`src/rtl/seq_mag_cmp_pkg.sv`:
```
// Shared types for the sequential magnitude comparator: FSM states and
// the one-hot result encoding (bit0 = eq, bit1 = gt, bit2 = lt).
package seq_mag_cmp_pkg;

    typedef enum logic [1:0] {
        IDLE = 2'd0,
        SCAN = 2'd1,
        DONE = 2'd2
    } state_t;

    localparam logic [2:0] RES_NONE = 3'b000;
    localparam logic [2:0] RES_EQ   = 3'b001;
    localparam logic [2:0] RES_GT   = 3'b010;
    localparam logic [2:0] RES_LT   = 3'b100;

endpackage

```
`src/rtl/seq_mag_comparator_chunk_cmp.sv`:
```
// Combinational compare of one DIGIT-bit chunk, including the two's-complement
// sign rule that only applies to the most significant chunk.
module chunk_cmp
    import seq_mag_cmp_pkg::*;
#(
    parameter int DIGIT = 4
) (
    input  logic [DIGIT-1:0] x,
    input  logic [DIGIT-1:0] y,
    input  logic             msb_chunk,
    input  logic             is_signed,
    output logic             differ,
    output logic             x_greater
);

    logic sign_split;

    always_comb begin
        // Differing sign bits decide a signed compare outright; with equal
        // sign bits the plain unsigned chunk compare is correct.
        sign_split = is_signed && msb_chunk && (x[DIGIT-1] != y[DIGIT-1]);
        differ     = sign_split || (x != y);
        x_greater  = sign_split ? ~x[DIGIT-1] : (x > y);
    end

endmodule

```
`src/rtl/seq_mag_comparator.sv`:
```
// Multi-cycle magnitude comparator: scans DIGIT-bit chunks MSB first and stops
// at the first difference. Optional max/min outputs: SEQ_MAG_CMP_MINMAX_EN.
module seq_mag_comparator
    import seq_mag_cmp_pkg::*;
#(
    parameter  int WIDTH  = 16,
    parameter  int DIGIT  = 4,
    localparam int NCHUNK = WIDTH / DIGIT,
    localparam int CW     = $clog2(NCHUNK + 1)
) (
    input  logic             clk,
    input  logic             rst,
    input  logic             in_valid,
    output logic             in_ready,
    input  logic [WIDTH-1:0] a,
    input  logic [WIDTH-1:0] b,
    input  logic             is_signed,
    output logic             out_valid,
    input  logic             out_ready,
    output logic             eq,
    output logic             gt,
    output logic             lt,
    output logic [CW-1:0]    cycles
`ifdef SEQ_MAG_CMP_MINMAX_EN
    ,
    output logic [WIDTH-1:0] max_out,
    output logic [WIDTH-1:0] min_out
`endif
);

    localparam int IDX_W = (NCHUNK > 1) ? $clog2(NCHUNK) : 1;

    state_t           state_reg, state_next;
    logic [IDX_W-1:0] idx_reg;
    logic [WIDTH-1:0] a_reg, b_reg;
    logic             signed_reg;
    logic [2:0]       res_reg, res_next;
    logic [CW-1:0]    cycles_reg;
    logic [DIGIT-1:0] a_chunk [NCHUNK];
    logic [DIGIT-1:0] b_chunk [NCHUNK];
    logic             differ, x_greater, last_chunk, accept, decide;

    generate
        for (genvar gi = 0; gi < NCHUNK; gi++) begin : g_chunks
            assign a_chunk[gi] = a_reg[gi*DIGIT +: DIGIT];
            assign b_chunk[gi] = b_reg[gi*DIGIT +: DIGIT];
        end
    endgenerate

    chunk_cmp #(.DIGIT(DIGIT)) u_chunk_cmp (
        .x         (a_chunk[idx_reg]),
        .y         (b_chunk[idx_reg]),
        .msb_chunk (idx_reg == IDX_W'(NCHUNK - 1)),
        .is_signed (signed_reg),
        .differ    (differ),
        .x_greater (x_greater)
    );

    assign last_chunk = (idx_reg == '0);
    assign accept     = (state_reg == IDLE) && in_valid;
    assign decide     = (state_reg == SCAN) && (differ || last_chunk);

    always_comb begin
        state_next = state_reg;
        res_next   = differ ? (x_greater ? RES_GT : RES_LT) : RES_EQ;
        case (state_reg)
            IDLE:    if (in_valid)  state_next = SCAN;
            SCAN:    if (decide)    state_next = DONE;
            DONE:    if (out_ready) state_next = IDLE;
            default:                state_next = IDLE;
        endcase
    end

    always_ff @(posedge clk or posedge rst) begin
        if (rst) begin
            state_reg  <= IDLE;
            idx_reg    <= '0;
            a_reg      <= '0;
            b_reg      <= '0;
            signed_reg <= 1'b0;
            res_reg    <= RES_NONE;
            cycles_reg <= '0;
        end else begin
            state_reg <= state_next;
            if (accept) begin
                a_reg      <= a;
                b_reg      <= b;
                signed_reg <= is_signed;
                idx_reg    <= IDX_W'(NCHUNK - 1);
            end else if (state_reg == SCAN) begin
                if (decide) begin
                    res_reg    <= res_next;
                    cycles_reg <= CW'(NCHUNK) - CW'(idx_reg);
                end else begin
                    idx_reg <= idx_reg - IDX_W'(1);
                end
            end else if ((state_reg == DONE) && out_ready) begin
                // Flags must read zero whenever no result is on offer.
                res_reg <= RES_NONE;
            end
        end
    end

`ifdef SEQ_MAG_CMP_MINMAX_EN
    logic [WIDTH-1:0] max_reg, min_reg;

    always_ff @(posedge clk or posedge rst) begin
        if (rst) begin
            max_reg <= '0;
            min_reg <= '0;
        end else if (decide) begin
            // Equal operands leave both outputs equal to a.
            max_reg <= (res_next == RES_LT) ? b_reg : a_reg;
            min_reg <= (res_next == RES_GT) ? b_reg : a_reg;
        end
    end

    assign max_out = max_reg;
    assign min_out = min_reg;
`endif

    assign in_ready  = (state_reg == IDLE);
    assign out_valid = (state_reg == DONE);
    assign eq        = res_reg[0];
    assign gt        = res_reg[1];
    assign lt        = res_reg[2];
    assign cycles    = cycles_reg;

endmodule
```
`config.mk`:
```
export PLATFORM = sky130hd
export DESIGN_NAME = seq_mag_comparator
export DESIGN_NICKNAME = d
export VERILOG_FILES = /design/src/rtl/seq_mag_cmp_pkg.sv /design/src/rtl/seq_mag_comparator_chunk_cmp.sv /design/src/rtl/seq_mag_comparator.sv
export SDC_FILE = /design/constraint.sdc
export NUM_CORES = 1
export LEC_CHECK = 0
export ABC_AREA = 1
export CAP_MARGIN = 20
export CELL_PAD_IN_SITES_DETAIL_PLACEMENT = 0
export CELL_PAD_IN_SITES_GLOBAL_PLACEMENT = 1
export CORE_ASPECT_RATIO = 0.75
export CORE_MARGIN = 5
export CORE_UTILIZATION = 40
export CTS_CLUSTER_SIZE = 30
export DETAILED_ROUTE_END_ITERATION = 8
export GPL_TIMING_DRIVEN = 0
export PLACE_DENSITY_LB_ADDON = 0.1
export RECOVER_POWER = 50
export SLEW_MARGIN = 20
export SYNTH_ARGS = -nofsm -noshare
export SYNTH_HDL_FRONTEND = slang
export SYNTH_SLANG_ARGS = --single-unit
```
`constraint.sdc`:
```
create_clock -name clk -period 5.7 [get_ports clk]
set_input_delay 1.14 -clock clk [delete_from_list [all_inputs] [get_ports clk]]
set_output_delay 1.14 -clock clk [all_outputs]
set_load 0.05 [all_outputs]
```
==> run metrics <==
pre-CTS setup slack 3.18 ns; Final Net Count 354; Setup crit end kind async pin; DRC Markers 0; postcts setup bufs 0; Cells after Synth 259; Crit path arrival time 3.28 ns; P per Cell Area 561 mW/mm^2; Layout Skew 0.00939 ns; r2r setup slk 3.40 ns; area grow syn2layout 29.2%; worst-path fanout max 24; Synth Cell Area 0.00209 mm^2; Die Wd 93.5 um; via count 1,753; normalized max-slew margin 12.1%; Chip Height 72.7 um; total global-route track usage 15.9%; H-tree depth 2; Hold Crit Depth 2; FF-to-FF Start idx_reg[1]; crit path launch type primary input; GRT Residual Overflow 0; num rows 22; sequential share of the synthesized area 51.4%; initial antenna violation count 0; total number of yosys warnings 0; hold wc startpoint cycles[2]; setup ws final 2.61 ns; largest net degree at the start of global routing 25; RSZ-0062 raised after global routing no; WHS Endpoint cycles[2]; share of cells above drive strength 1 9.00%; Buf+Inv Stages, Crit Path 3; vias in the first global route 1,681; Fmax 0.324 GHz; core area 0.00498 mm^2; setup TNS 0 ns; Root Driver clkbuf_8; status finished, final reports clean; Setup violations, final 0; number of DRC markers in iteration 0 90; delay of the slowest critical-path stage 1.03 ns; routed vias/inst 4.58; final WL 4960 um; Final Instance Count excl. Fillers 383; antenna diode count 0; HPWL Detailed 3580 um; Post-CTS Hold Buffers 0; Fin. Hold Viols 0; Starting Density 42.0%; Reg2Reg Depth 10; Fill cells 500; Distinct cells, synth 23; max-slew violations 0; Worst-Margin Slew 1.32 ns; Port Buffers 44; mean routed wirelength per cell 13.0 um; DR pass1 iterations 4; Leak 1.39 nW; CP required 5.90 ns; CP cell instances dlygate4sd3_1 -> inv_1 -> clkbuf_1; RD Place Congestion 0.834; clock latency at the later pin of the worst-skew pair 0.30 ns; Syn Nets 302; Reg2Reg Capture Point idx_reg[1]; Final period util 54.2%; mean post-synth cell area 8.08 um^2; Die Area 0.00679 mm^2; clk slew on worst S/H paths 0.07 ns; CTS Sinks 43; number of synthesized register bits 43; CTS Buf Count 5; first-pass GRT wire length 8300 um; I/O Pins 45; Bufs on Longest Clock Path 2; min cycle time layout 3.09 ns; Cells after DPL 376; Post-DRT Antenna Nets 0; Critical-path top delay cell clkbuf_1; CP Class in -> async; TritonCTS clock tree built; CTS resizes 0; type of the worst min-delay path reg -> reg; Max-Cap Viols 0; Peak VDD IR 206 uV; Multi-input gate area 895 um^2; delay-heaviest family, CP buffers and inverters; sequential cell area 0.00108 mm^2
## cells in the final DEF, fill, tap and decap left out, drive strengths merged
master | netlist | final
a21oi | 7 | 7
a32o | 2 | 2
buf | 10 | 9
clkbuf | 0 | 8
clkdlybuf4s50 | 0 | 42
clkinv | 1 | 2
clkinvlp | 0 | 1
dfrtp | 43 | 43
dlygate4sd3 | 0 | 2
ha | 6 | 6
inv | 11 | 10
nand2 | 138 | 138
nand3 | 4 | 4
nand3b | 1 | 1
nor2 | 16 | 16
o21ai | 16 | 16
o22ai | 3 | 3
o31ai | 1 | 1
## tightest hold or removal path: stages, from the launching register on
cell	delay, ns
dfrtp_1	0.35
nand2_1	0.06
nand2_1	0.04
## cell type report
type	instances	area share, %
clock inverters	1	0.185
clock buffers	6	3.05
flip-flops and latches	43	39.8
inverters	12	1.76
repair buffers	45	16.4
well taps	72	3.33
plain buffers	10	2.36
multi-input cells	194	33.1
## report_power, final
group          switching [mW]  internal [mW]  total [mW]
combinational           0.492          0.298       0.790
clock                   0.103         0.0952       0.198
sequential             0.0861          0.444       0.530
## cell families (layout without fill, tap and decap cells)
kind of cell / after synthesis / count (layout) / share of synthesized area [%]
and+or+nand+nor: 159 / 159 / 31.2
buffers and inverters: 22 / 74 / 5.74
DFF: 43 / 43 / 51.4
adders and majority gates: 6 / 6 / 3.59
AOI/OAI and AO/OA: 29 / 29 / 8.07
## metal layers
| metal | GRT usage [%] | vias to the layer above | share of wire, % | wire length (um) |
|---|---|---|---|---|
| met2 | 23.5 | 43 | 42 | 2070 |
| met1 | 22.5 | 787 | 51 | 2540 |
| met3 | 3.81 | 6 | 5.9 | 292 |
| met5 | 0 | - | 0 | 0 |
| li1 | - | 917 | - | - |
| met4 | 6.25 | 0 | 1.3 | 63 |
## cells in the mapped netlist
| master | n | area share [%] |
|---|---|---|
| o21ai_0 | 12 | 2.9 |
| inv_4 | 1 | 0.30 |
| nor2_1 | 14 | 2.5 |
| nand2_2 | 4 | 1.2 |
| nand2_4 | 2 | 1.1 |
| o22ai_1 | 3 | 0.90 |
| clkinv_2 | 1 | 0.24 |
| buf_2 | 6 | 1.4 |
| o31ai_1 | 1 | 0.36 |
| nand3_1 | 4 | 0.96 |
| o21ai_1 | 2 | 0.48 |
| buf_6 | 3 | 1.6 |
| a21oi_1 | 7 | 1.7 |
| inv_1 | 10 | 1.8 |
| a32o_1 | 2 | 0.96 |
| o21ai_2 | 2 | 0.84 |
| nor2_4 | 1 | 0.54 |
| buf_4 | 1 | 0.36 |
| nor2_2 | 1 | 0.30 |
| dfrtp_1 | 43 | 51 |
| ha_1 | 6 | 3.6 |
| nand2_1 | 132 | 24 |
| nand3b_4 | 1 | 0.96 |
## worst max path at each step
stage            startpoint  depth (start not counted)         end
2_1_floorplan  state_reg[0]                          1   out_valid
3_3_place_gp            rst                          2    b_reg[1]
3_5_place_dp   state_reg[0]                          2   out_valid
4_1_cts        state_reg[0]                          2   out_valid
5_1_grt                 rst                          3    b_reg[1]
6_report                rst                          3  res_reg[1]
## per-stage QoR
step / util [%] / hold WS, ns / power, mW / cell area, um^2
after detailed placement: 53.1 / 0.464 / 1.34 / 2640
final: 54.3 / 0.477 / 1.52 / 2700
after floorplan: - / 0.444 / 1.12 / 2090
after global routing: 54.3 / 0.498 / 1.68 / 2700
after global placement: 52.7 / 0.457 / 1.32 / 2620
after CTS: 54.8 / 0.483 / 1.55 / 2730
Power figures use the tool's default switching activity.
